$ cat src/rtl/pipe_pkg.sv
// Shared pipeline definitions: branch-type encodings and default datapath widths.
// Also used by the ALU control and the hazard unit.
package pipe_pkg;

    localparam int DATA_W_DEF = 32;
    localparam int REG_AW_DEF = 5;

    typedef enum logic [1:0] {
        BR_NONE = 2'd0,
        BR_EQ   = 2'd1,
        BR_NE   = 2'd2,
        BR_GT   = 2'd3
    } br_type_e;

endpackage

$ cat src/rtl/branch_cond.sv
// Combinational branch-condition resolver from ALU flags.
// Also instantiated by the ID-stage early-branch logic.
module branch_cond
    import pipe_pkg::*;
(
    input  logic [1:0] br_type_i,
    input  logic       zero_i,
    input  logic       greater_i,
    output logic       cond_o
);

    always_comb begin
        cond_o = 1'b0;
        case (br_type_i)
            BR_EQ:   cond_o = zero_i;
            BR_NE:   cond_o = ~zero_i;
            BR_GT:   cond_o = greater_i;
            default: cond_o = 1'b0;
        endcase
    end

endmodule

$ cat src/rtl/ex_mem_stage.sv
// EX/MEM pipeline register with registered branch decision, stall/flush handling
// and retire / taken-branch statistics counters.
module ex_mem_stage
    import pipe_pkg::*;
#(
    parameter int DATA_W = DATA_W_DEF,
    parameter int REG_AW = REG_AW_DEF,
    parameter int CNT_W  = 16
) (
    input  logic              clk_i,
    input  logic              rst_i,
    input  logic              stall_i,
    input  logic              flush_i,
    input  logic              valid_i,
    input  logic [DATA_W-1:0] alu_result_i,
    input  logic              zero_i,
    input  logic              greater_i,
    input  logic [DATA_W-1:0] store_data_i,
    input  logic [REG_AW-1:0] rd_addr_i,
    input  logic [1:0]        br_type_i,
    input  logic [DATA_W-1:0] br_target_i,
    input  logic              mem_read_i,
    input  logic              mem_write_i,
    input  logic              reg_write_i,
    input  logic              mem_to_reg_i,
    output logic              valid_o,
    output logic [DATA_W-1:0] alu_result_o,
    output logic [DATA_W-1:0] store_data_o,
    output logic [REG_AW-1:0] rd_addr_o,
    output logic              mem_read_o,
    output logic              mem_write_o,
    output logic              reg_write_o,
    output logic              mem_to_reg_o,
    output logic              br_taken_o,
    output logic [DATA_W-1:0] br_target_o,
    output logic              fwd_valid_o,
    output logic [CNT_W-1:0]  retired_cnt_o,
    output logic [CNT_W-1:0]  taken_cnt_o
);

    logic cond;

    branch_cond u_branch_cond (
        .br_type_i (br_type_i),
        .zero_i    (zero_i),
        .greater_i (greater_i),
        .cond_o    (cond)
    );

    logic              valid_q,      valid_d;
    logic [DATA_W-1:0] alu_result_q, alu_result_d;
    logic [DATA_W-1:0] store_data_q, store_data_d;
    logic [REG_AW-1:0] rd_addr_q,    rd_addr_d;
    logic              mem_read_q,   mem_read_d;
    logic              mem_write_q,  mem_write_d;
    logic              reg_write_q,  reg_write_d;
    logic              mem_to_reg_q, mem_to_reg_d;
    logic              br_taken_q,   br_taken_d;
    logic [DATA_W-1:0] br_target_q,  br_target_d;
    logic [CNT_W-1:0]  retired_cnt_q, retired_cnt_d;
    logic [CNT_W-1:0]  taken_cnt_q,   taken_cnt_d;

    logic taken_now;
    assign taken_now = valid_i & cond;

    // Priority: flush loads a bubble, stall holds, otherwise capture EX.
    always_comb begin
        valid_d       = valid_q;
        alu_result_d  = alu_result_q;
        store_data_d  = store_data_q;
        rd_addr_d     = rd_addr_q;
        mem_read_d    = mem_read_q;
        mem_write_d   = mem_write_q;
        reg_write_d   = reg_write_q;
        mem_to_reg_d  = mem_to_reg_q;
        br_taken_d    = br_taken_q;
        br_target_d   = br_target_q;
        retired_cnt_d = retired_cnt_q;
        taken_cnt_d   = taken_cnt_q;
        if (flush_i) begin
            valid_d      = 1'b0;
            alu_result_d = '0;
            store_data_d = '0;
            rd_addr_d    = '0;
            mem_read_d   = 1'b0;
            mem_write_d  = 1'b0;
            reg_write_d  = 1'b0;
            mem_to_reg_d = 1'b0;
            br_taken_d   = 1'b0;
            br_target_d  = '0;
        end else if (!stall_i) begin
            valid_d       = valid_i;
            alu_result_d  = alu_result_i;
            store_data_d  = store_data_i;
            rd_addr_d     = rd_addr_i;
            mem_read_d    = mem_read_i & valid_i;
            mem_write_d   = mem_write_i & valid_i;
            reg_write_d   = reg_write_i & valid_i;
            mem_to_reg_d  = mem_to_reg_i;
            br_taken_d    = taken_now;
            br_target_d   = br_target_i;
            retired_cnt_d = retired_cnt_q + {{(CNT_W-1){1'b0}}, valid_i};
            taken_cnt_d   = taken_cnt_q + {{(CNT_W-1){1'b0}}, taken_now};
        end
    end

    always_ff @(posedge clk_i) begin
        if (rst_i) begin
            valid_q       <= 1'b0;
            alu_result_q  <= '0;
            store_data_q  <= '0;
            rd_addr_q     <= '0;
            mem_read_q    <= 1'b0;
            mem_write_q   <= 1'b0;
            reg_write_q   <= 1'b0;
            mem_to_reg_q  <= 1'b0;
            br_taken_q    <= 1'b0;
            br_target_q   <= '0;
            retired_cnt_q <= '0;
            taken_cnt_q   <= '0;
        end else begin
            valid_q       <= valid_d;
            alu_result_q  <= alu_result_d;
            store_data_q  <= store_data_d;
            rd_addr_q     <= rd_addr_d;
            mem_read_q    <= mem_read_d;
            mem_write_q   <= mem_write_d;
            reg_write_q   <= reg_write_d;
            mem_to_reg_q  <= mem_to_reg_d;
            br_taken_q    <= br_taken_d;
            br_target_q   <= br_target_d;
            retired_cnt_q <= retired_cnt_d;
            taken_cnt_q   <= taken_cnt_d;
        end
    end

    assign valid_o       = valid_q;
    assign alu_result_o  = alu_result_q;
    assign store_data_o  = store_data_q;
    assign rd_addr_o     = rd_addr_q;
    assign mem_read_o    = mem_read_q;
    assign mem_write_o   = mem_write_q;
    assign reg_write_o   = reg_write_q;
    assign mem_to_reg_o  = mem_to_reg_q;
    assign br_taken_o    = br_taken_q;
    assign br_target_o   = br_target_q;
    assign retired_cnt_o = retired_cnt_q;
    assign taken_cnt_o   = taken_cnt_q;
    assign fwd_valid_o   = reg_write_q & (rd_addr_q != '0);

endmodule

$ cat config.mk
export PLATFORM = sky130hd
export DESIGN_NAME = ex_mem_stage
export DESIGN_NICKNAME = d
export VERILOG_FILES = /design/src/rtl/pipe_pkg.sv /design/src/rtl/branch_cond.sv /design/src/rtl/ex_mem_stage.sv
export SDC_FILE = /design/constraint.sdc
export NUM_CORES = 1
export LEC_CHECK = 0
export BUFFER_PORTS_ARGS = -buffer_cell sky130_fd_sc_hd__buf_2
export CAP_MARGIN = 20
export CORE_ASPECT_RATIO = 1.75
export CORE_UTILIZATION = 45
export DETAILED_ROUTE_END_ITERATION = 16
export HOLD_SLACK_MARGIN = 0.12
export MAX_ROUTING_LAYER = met4
export PLACE_DENSITY = 0.8
export REMOVE_ABC_BUFFERS = 1
export SETUP_SLACK_MARGIN = 0.4
export SYNTH_ARGS = -nofsm -noshare
export SYNTH_HDL_FRONTEND = slang
export SYNTH_HIERARCHICAL = 1
export SYNTH_SLANG_ARGS = --single-unit
$ cat constraint.sdc
create_clock -name clk_i -period 2.37 [get_ports clk_i]
set_input_delay 0.1185 -clock clk_i [delete_from_list [all_inputs] [get_ports clk_i]]
set_output_delay 0.1185 -clock clk_i [all_outputs]
set_load 0.01 [all_outputs]
* Word level (Yosys, flattened, before mapping) *
Cells that the tools add are included.
W data, S select, Z words.

operators by class
  $add $sub $neg = 2
  multiply operators = 0
  div/mod/pow operators = 0
  order comparisons = 0
  equality and inequality tests = 3
  shifts and indexed selects = 0
  mux-type cells = 1
  bitwise gates (word level) = 8
  reduce and logical (&&, ||, !) cells = 3

operator list
  operator              number
  $add A16 B1 Y16       2
  $and A1 B1 Y1         5
  $reduce_bool A5 Y1    1
  $eq A2 B2 Y1 const B  2
  $not A1 Y1            3
  $pmux W1 S3           1
  $eq A2 B1 Y1 const B  1
  $reduce_and A2 Y1     1
  $reduce_or A2 Y1      1

storage, ports and cells
  flip-flop bits (word level) = 139
  bits in latches = 0
  bits in writable memories = 0
  memory bits (read-only) = 0
  input port bits = 114
  output and inout bits = 140
  logic and storage cells = 29
  memories = 0

* Depth between registers and ports, before layout *
Gate-level depths: netlist of run 1.

  depth after elaboration = 4
  mapped depth = 9
  depth with buffers taken out = 9

* By module *
The synthesis of run 1 kept the hierarchy.

modules (own cells, without submodules)
  module        times used  cells an instance  area each (µm²)
  ex_mem_stage  1           521                5,235.0
  branch_cond   1           3                  20.0

* Least setup slack after synthesis of run 1 *
Ideal clock, no wire load.

  path kind = reg-to-reg
  from = register retired_cnt_q[2] (netlist: retired_cnt_o[2])
  to = register retired_cnt_q[15] (netlist: retired_cnt_o[15])
  library setup time = 0.121 ns
  arrival time = 1.700 ns
  required time = 2.249 ns
  path slack = 0.549 ns
  cell stages (with the launch flop) = 5
  path buffers = 0
  clock period less this slack = 1.821 ns
  cell sequence = dfxtp_1 -> or3b_4 -> nor4_4 -> nor3b_2 -> mux2_2

between the ends
  word-level cells in the longest chain between the ends = 1

ends and longest elaborated chain
  what                      line                 text
  start: declaration        ex_mem_stage.sv:60   logic [CNT_W-1:0] retired_cnt_q, retired_cnt_d;
  start signal: assignment  ex_mem_stage.sv:132  retired_cnt_q <= retired_cnt_d;
  $add A16 B1 Y16           ex_mem_stage.sv:102  retired_cnt_d = retired_cnt_q + {{(CNT_W-1){1'b0}}, valid_i};

Every way passes these cells.
A chain may end at the register's enable or synchronous reset.

* Worst setup path after layout of run 1 *
  from = input port valid_i
  to = register taken_cnt_q[14] (netlist: taken_cnt_o[14])

between the ends
  word-level cells in the longest chain between the ends = 2

ends and longest elaborated chain
  what                    line                 text
  start: declaration      ex_mem_stage.sv:14   input logic valid_i,
  $and A1 B1 Y1           ex_mem_stage.sv:64   assign taken_now = valid_i & cond;
  named net taken_now     ex_mem_stage.sv:63   logic taken_now;
  $add A16 B1 Y16         ex_mem_stage.sv:103  taken_cnt_d = taken_cnt_q + {{(CNT_W-1){1'b0}}, taken_now};
  end signal: assignment  ex_mem_stage.sv:133  taken_cnt_q <= taken_cnt_d;
  end: declaration        ex_mem_stage.sv:61   logic [CNT_W-1:0] taken_cnt_q, taken_cnt_d;

The timed path passes the listed nets, and every way through them passes these cells.

==> impl_metrics.env, run 1 <==
export IMPL_status="complete, no violations"
export IMPL_tns_ns=0
export IMPL_power_density_nw_per_um2=710
export IMPL_start_util=0.468
export IMPL_end_kind="register"
export IMPL_fmax_ghz=0.530
export IMPL_antenna_cells=0
export IMPL_clock_latency_ns=0.41
export IMPL_yosysTopAreaCell="dfxtp_1"
export IMPL_cp_arrival_ns=2.23
export IMPL_overflow=0
export IMPL_worstSetupStartpointType="input port"
export IMPL_cts_sinks=139
export IMPL_required_ns=2.71
export IMPL_syn_area_sq_um=5260
export IMPL_dr_total_vias=5276
export IMPL_die_y_um=145
export IMPL_cts_tree="yes"
export IMPL_final_common_cell="buf_2"
export IMPL_yosysWarningCount=6
export IMPL_drtIter0Drc=215
export IMPL_grt_antenna_before_repair=0
export IMPL_postSynthCellCount=524
export IMPL_synthToLayoutAreaGrowth_pct=59.5
export IMPL_most_common_layout_cells="252 x buf_2, 139 x dfxtp_1, 129 x nor2_1"
export IMPL_setup_viol=0
export IMPL_htreeDepth=4
export IMPL_setup_ws_ns=0.482
export IMPL_drive_gt1_frac=0.335
export IMPL_clock_skew_ns=0.00958
export IMPL_wl_per_cell_um=16.1
export IMPL_synth_distinct_cells=35
export IMPL_peakVddDrop_uv=525
export IMPL_io_pin_count=254
export IMPL_routed_wl_um=16500
export IMPL_cts_buffer_depth=2
export IMPL_worst_pin_slew_ns=0.876
export IMPL_globalplace_congestion=0.825
export IMPL_first_pass_iters=5
export IMPL_yosysSeqAreaShare=0.530
export IMPL_hold_path_class="in2reg"
export IMPL_nets=1002
export IMPL_cts_inserted_buffers=17
export IMPL_finalPower_mw=5.95
export IMPL_antenna_left=0
export IMPL_grt_usage=0.274
export IMPL_path_max_fanout=4
export IMPL_viasPerCell=5.15
export IMPL_clkSlewWorstSetupHoldPaths_ns=0.06
export IMPL_maxSlewViolCount=0
export IMPL_die_x_um=83.7
export IMPL_die_area_sq_um=12100
export IMPL_rows=51
export IMPL_hold_violations=0
export IMPL_period_share=0.797
export IMPL_clockRootBuffer="clkbuf_16"
export IMPL_cap_violations=0
export IMPL_synthTopCellsByArea="dfxtp_1 53%, mux2i_1 20%, nor2_1 9.2%, xor2_1 2.3%, nand2_1 1.4%"
export IMPL_syn_avg_cell_area_sq_um=10.0
export IMPL_cellLeakagePower_nw=4.19
export IMPL_synth_top_area_frac=0.530
export IMPL_rsz0062_at_grt="no"
export IMPL_nFillCells=709
export IMPL_drc=0
export IMPL_synth_seq_cells=139
export IMPL_coreArea_sq_um=11200
export IMPL_grt_pass1_wl_um=25900
export IMPL_port_buffers=253
export IMPL_first_global_vias=5371
export IMPL_pre_cts_slack_ns=0.420
export IMPL_grt_max_degree=69
export IMPL_fin_crit_ns=1.89
export IMPL_synth_edff_count=0
export IMPL_critPathKind="in2reg"
export IMPL_slew_headroom=0.416
export IMPL_async_reset_ff_frac=0
export IMPL_place_hpwl_um=9870
export IMPL_synthFlopType="dfxtp_1"
## power by group
part	leakage, nW	internal (mW)	switching (mW)
clock	0.315	1.96	0.966
combinational	2.75	0.330	0.267
sequential	1.13	2.40	0.0357
total	4.19	4.68	1.27
## layer usage
layer  vias up  GRT usage  part of all wire
met5         -          -                 0
li1       2492          -                 -
met1      2484      0.263              0.35
met4         0      0.128             0.032
met2       243      0.513              0.56
met3        57     0.0563             0.058
## state kept, by name (all words and copies together) (netlist names), 5 cells and up
name / cells
store_data_o: 32
rd_addr_o: 5
alu_result_o: 32
retired_cnt_o: 16
br_target_o: 32
taken_cnt_o: 16
## layout make-up
cell class,count,area (sq um),area share
Timing Repair Buffer,369,2430,0.290
Tap cell,132,165,0.0197
Clock inverter,12,224,0.0267
Inverter,3,11.3,0.00134
Sequential cell,139,2780,0.332
Multi-Input combinational cell,353,2340,0.279
Clock buffer,17,425,0.0508
## critical path, cell delays in order
cell and delay, ns:
dlygate4sd3_1 0.52, buf_2 0.12, and2_1 0.17, ha_2 0.22
ha_1 0.20, and4bb_2 0.29, nand3_1 0.11, or3_1 0.32
a21oi_1 0.14
## cell families after synthesis
| kind of cell | share of synthesized area |
|---|---|
| fa+ha+maj | 0.0119 |
| compound gates | 0.0255 |
| flops | 0.530 |
| xor+xnor | 0.0300 |
| buf+inv | 0.0257 |
| mux | 0.205 |
| simple gates | 0.173 |
## timing repair
action / in CTS / in global routing
endpoints found under the setup margin: 0 / 2
hold endpoints to repair: 108 / 0
gates resized for setup: 0 / 1
buffers inserted: 0 / 2
hold buffers: 110 / 0
## synth_stat cells, drive strengths merged, types with 3 or more instances
cell and n:
a21oi 12, a22oi 3, and3 5, buf 15
clkbuf 14, dfxtp 139, ha 5, inv 3
mux2 3, mux2i 104, nand2 20, nand3 9
nand4 8, nor2 129, nor2b 4, o21ai 6
or3 6, xnor2 4, xor2 14
## worst paths after layout
| path | cells after the start | startpoint | slack (ns) | end |
|---|---|---|---|---|
| setup / recovery | 9 | valid_i | 0.48 | taken_cnt_o[14] |
| hold / removal | 4 | stall_i | 0.16 | valid_o |
| setup reg to reg | 4 | retired_cnt_o[2] | 0.48 | retired_cnt_o[15] |
| hold reg to reg | 2 | retired_cnt_o[0] | 0.48 | retired_cnt_o[0] |
## through the flow
| stage | utilization | cell area [sq um] | hold slack (ns) | instances |
|---|---|---|---|---|
| after floorplan | - | 5130 | 0.188 | 495 |
| after global placement | 0.589 | 6610 | 0.346 | 884 |
| after detailed placement | 0.589 | 6610 | 0.356 | 884 |
| after CTS | 0.745 | 8360 | 0.124 | 1023 |
| after global routing | 0.746 | 8380 | 0.177 | 1025 |
| final | 0.746 | 8380 | 0.163 | 1025 |
Note: power is estimated with default switching activity, not from simulation.
==> run 2: changes to the inputs <==
Clock period 2.37 ns to 2 ns, I/O delays scaled along.
==> impl_metrics.env, run 2 (synthesized netlist as in run 1, its figures left out) <==
export IMPL_status="complete, no violations"
export IMPL_fmax_ghz=0.596
export IMPL_fin_crit_ns=1.68
export IMPL_htreeDepth=4
export IMPL_clockRootBuffer="clkbuf_16"
export IMPL_critPathKind="reg2out"
export IMPL_final_common_cell="buf_2"
export IMPL_rows=51
export IMPL_die_x_um=83.7
export IMPL_cap_violations=0
export IMPL_hold_violations=0
export IMPL_io_pin_count=254
export IMPL_grt_pass1_wl_um=26900
export IMPL_drc=0
export IMPL_grt_antenna_before_repair=0
export IMPL_cts_tree="yes"
export IMPL_routed_wl_um=17100
export IMPL_drtIter0Drc=185
export IMPL_timing_rr_start="retired_cnt_o[2]"
export IMPL_cellLeakagePower_nw=4.21
export IMPL_hold_path_class="in2reg"
export IMPL_setup_viol=0
export IMPL_dr_total_vias=5382
export IMPL_overflow=0
export IMPL_path_max_fanout=2
export IMPL_antenna_cells=0
export IMPL_end_kind="output port"
export IMPL_grt_max_degree=63
export IMPL_finalPower_mw=6.71
export IMPL_rsz0062_at_grt="yes"
export IMPL_r2r_end="retired_cnt_o[15]"
export IMPL_slew_headroom=0.328
export IMPL_required_ns=1.90
export IMPL_die_y_um=145
export IMPL_globalplace_congestion=0.854
export IMPL_r2r_cells=4
export IMPL_start_util=0.468
export IMPL_cp_arrival_ns=1.58
export IMPL_first_pass_iters=4
export IMPL_power_density_nw_per_um2=793
export IMPL_clkSlewWorstSetupHoldPaths_ns=0.06
export IMPL_first_global_vias=5721
export IMPL_coreArea_sq_um=11200
export IMPL_nFillCells=685
export IMPL_r2r_slack_ns=0.34
export IMPL_fin_area_sq_um=8460
export IMPL_grt_usage=0.284
export IMPL_nets=1013
export IMPL_clock_latency_ns=0.40
export IMPL_maxSlewViolCount=0
export IMPL_cts_inserted_buffers=17
export IMPL_antenna_left=0
export IMPL_drive_gt1_frac=0.369
export IMPL_port_buffers=253
export IMPL_tns_ns=0
export IMPL_most_common_layout_cells="252 x buf_2, 129 x nor2_1, 126 x dfxtp_1"
export IMPL_placed_cell_area_sq_um=6620
export IMPL_period_share=0.839
export IMPL_worstSetupStartpointType="register"
export IMPL_synthToLayoutAreaGrowth_pct=60.9
export IMPL_cts_buffer_depth=2
export IMPL_post_route_util=0.753
export IMPL_viasPerCell=5.18
export IMPL_worst_pin_slew_ns=1.01
export IMPL_clock_skew_ns=0.00715
export IMPL_wl_per_cell_um=16.5
export IMPL_peakVddDrop_uv=686
export IMPL_die_area_sq_um=12100
export IMPL_place_hpwl_um=9560
export IMPL_endpoint="fwd_valid_o"
export IMPL_crit_start="rd_addr_o[0]"
export IMPL_cts_sinks=139
[run 2: cell count changes in the layout (fill, tap and decap cells not counted), sizes merged]
cell and delta:
inv +4, buf +12, dlygate4sd3 -1, clkinvlp +2
bufinv -4, clkinv -2, clkbuf +2
[run 2: what timing repair did]
action / in CTS / in global routing
endpoints found under the hold margin: 108 / 0
resized for setup: 8 / 19
setup buffers: 8 / 3
hold buffers: 109 / 0
pin swaps: 4 / 5
setup endpoints to repair: 6 / 18
[run 2: worst max-delay path: stages (launching register included)]
cell     delay [ns]
dfxtp_2        0.32
or4_4          0.54
o21a_1         0.18
buf_2          0.13
[run 2: layout make-up]
class	instances	area, sq um	share of cell area
flip-flops and latches	139	2800	0.331
repair buffers	380	2500	0.295
clock buffers	19	443	0.0524
inverters	3	11.3	0.00133
well taps	132	165	0.0195
clock inverters	12	140	0.0166
multi-input cells	353	2400	0.283
[run 2: where the power goes]
group	total (mW)	switching, mW	internal (mW)
combinational	0.720	0.324	0.396
sequential	2.88	0.0433	2.84
clock	3.10	1.22	1.88
total	6.71	1.59	5.12
[run 2: how the worst min path moves through the flow]
| stage | start | endpoint | slack (ns) | cells after the start |
|---|---|---|---|---|
| after floorplan | rst_i | retired_cnt_o[0] | 0.17 | 1 |
| after global placement | store_data_i[7] | store_data_o[7] | 0.33 | 3 |
| after detailed placement | alu_result_i[8] | alu_result_o[8] | 0.34 | 3 |
| after CTS | stall_i | taken_cnt_o[0] | 0.13 | 4 |
| after global routing | stall_i | retired_cnt_o[0] | 0.19 | 4 |
| final | stall_i | taken_cnt_o[0] | 0.15 | 4 |
[run 2: metrics by stage]
stage / worst slack (ns) / instances / hold slack, ns
after global placement: 0.0975 / 887 / 0.329
final: 0.322 / 1038 / 0.154
after detailed placement: 0.0878 / 887 / 0.337
after CTS: 0.313 / 1035 / 0.129
after global routing: 0.281 / 1038 / 0.189
after floorplan: 0.179 / 495 / 0.169
[run 2: per-layer routing]
metal	share of wire	vias to the layer above	track usage
met5	0	-	-
met4	0.044	0	0.150
met3	0.049	66	0.0501
met2	0.55	254	0.537
met1	0.35	2542	0.264
li1	-	2520	-
==> run 3: changes to the inputs <==
Clock period 2 ns to 1.7 ns, I/O delays scaled along.
==> impl_metrics.env, run 3 (synthesized netlist as in run 1, its figures left out) <==
export IMPL_status="complete, no violations"
export IMPL_grt_pass1_wl_um=27400
export IMPL_setup_viol=0
export IMPL_combPwrFrac=0.108
export IMPL_start_util=0.468
export IMPL_rsz0062_at_grt="yes"
export IMPL_port_buffers=253
export IMPL_clkSlewWorstSetupHoldPaths_ns=0.06
export IMPL_cp_arrival_ns=1.58
export IMPL_first_global_vias=5805
export IMPL_synthToLayoutAreaGrowth_pct=68.0
export IMPL_power_internal_mw=6.18
export IMPL_timing_hold_ws_ns=0.124
export IMPL_final_common_cell="buf_2"
export IMPL_most_common_layout_cells="252 x buf_2, 129 x nor2_1, 126 x dfxtp_1"
export IMPL_io_pin_count=254
export IMPL_worstSetupStartpointType="register"
export IMPL_fin_area_sq_um=8830
export IMPL_htreeDepth=4
export IMPL_antenna_cells=0
export IMPL_routed_wl_um=18600
export IMPL_dr_total_vias=5560
export IMPL_swShare=0.225
export IMPL_switching_power_mw=1.79
export IMPL_nets=1024
export IMPL_grt_usage=0.293
export IMPL_period_share=0.982
export IMPL_cts_buffer_depth=2
export IMPL_antenna_left=0
export IMPL_pre_cts_slack_ns=-0.157
export IMPL_setup_ws_ns=0.0314
export IMPL_cts_sinks=139
export IMPL_grt_antenna_before_repair=0
export IMPL_required_ns=1.62
export IMPL_drive_gt1_frac=0.408
export IMPL_maxSlewViolCount=0
export IMPL_fin_crit_ns=1.67
export IMPL_die_area_sq_um=12100
export IMPL_first_pass_iters=5
export IMPL_p_clk_frac=0.467
export IMPL_path_max_fanout=3
export IMPL_drtIter0Drc=288
export IMPL_placed_cell_area_sq_um=6720
export IMPL_viasPerCell=5.31
export IMPL_worst_pin_slew_ns=0.497
export IMPL_drc=0
export IMPL_cap_violations=0
export IMPL_cts_inserted_buffers=17
export IMPL_power_density_nw_per_um2=904
export IMPL_slew_headroom=0.669
export IMPL_nFillCells=630
export IMPL_cellLeakagePower_nw=4.42
export IMPL_holdBufCountCts=105
export IMPL_fmax_ghz=0.599
export IMPL_cts_tree="yes"
export IMPL_clock_latency_ns=0.40
export IMPL_die_y_um=145
export IMPL_hold_violations=0
export IMPL_clockRootBuffer="clkbuf_16"
export IMPL_globalplace_congestion=0.873
export IMPL_end_kind="output port"
export IMPL_critPathKind="reg2out"
export IMPL_peakVddDrop_uv=859
export IMPL_clock_skew_ns=0.0111
export IMPL_wl_per_cell_um=17.8
export IMPL_p_seq_frac=0.425
export IMPL_place_hpwl_um=9920
export IMPL_hold_path_class="in2reg"
export IMPL_rows=51
export IMPL_die_x_um=83.7
export IMPL_coreArea_sq_um=11200
export IMPL_grt_max_degree=108
export IMPL_overflow=0
run 3: cell count changes in the layout (fill, tap and decap cells not counted), moves of 4 or more:
cell	delta
dlygate4sd3_1	-4
buf_4	+6
or3_1	-4
dfxtp_2	-4
buf_6	+7
dfxtp_4	+4
or3_4	+4
nand3_1	-4
run 3: layout make-up:
class                   count  area, sq um  share of cell area
clock buffers              20          457              0.0517
clock inverters            10          143              0.0162
inverters                   3         11.3             0.00128
multi-input cells         353         2610               0.296
flip-flops and latches    139         2810               0.318
well taps                 132          165              0.0187
repair buffers            391         2630               0.298
run 3: layer usage:
layer / vias up / track usage / wire [um]
met5: - / - / 0
met4: 0 / 0.190 / 1080
met3: 99 / 0.0620 / 1150
met2: 335 / 0.536 / 10100
met1: 2598 / 0.268 / 6310
li1: 2528 / - / -
run 3: path summary, 6_finish.rpt:
path                          from                end  slack, ns  cells after the start
setup / recovery      rd_addr_o[2]        fwd_valid_o       0.03                      3
hold / removal             valid_i   retired_cnt_o[0]       0.12                      4
setup reg to reg  retired_cnt_o[2]  retired_cnt_o[13]       0.04                      5
hold reg to reg    br_target_o[18]    br_target_o[18]       0.49                      2
run 3: critical path, stage by stage, from the launching register on:
cell and delay, ns:
dfxtp_2 0.33, or4_4 0.55, o21a_1 0.18, buf_2 0.13
run 3: through the flow:
step / instances / TNS [ns] / util / total power, mW
3_3_place_gp: 898 / -0.403 / 0.598 / 4.05
6_report: 1048 / 0 / 0.786 / 7.98
4_1_cts: 1039 / 0 / 0.766 / 7.94
3_5_place_dp: 898 / -0.786 / 0.598 / 4.07
5_1_grt: 1048 / -0.0298 / 0.786 / 8.23
2_1_floorplan: 495 / -0.121 / - / 3.72
run 3: power by group through the flow:
stage                     Clock [mW]  Combinational [mW]  Sequential (mW)
final                           3.73               0.862             3.39
after global placement             0               0.595             3.45
after CTS                       3.74               0.813             3.38
after floorplan                    0               0.220             3.50
after global routing            3.91               0.919             3.39
after detailed placement           0               0.611             3.46
run 3: timing repair:
item	4_1_cts	5_1_grt
pin swaps	18	21
endpoints found under the setup margin	25	26
hold endpoints to repair	106	1
resized for setup	49	30
buffers inserted	6	8
gates cloned	0	0
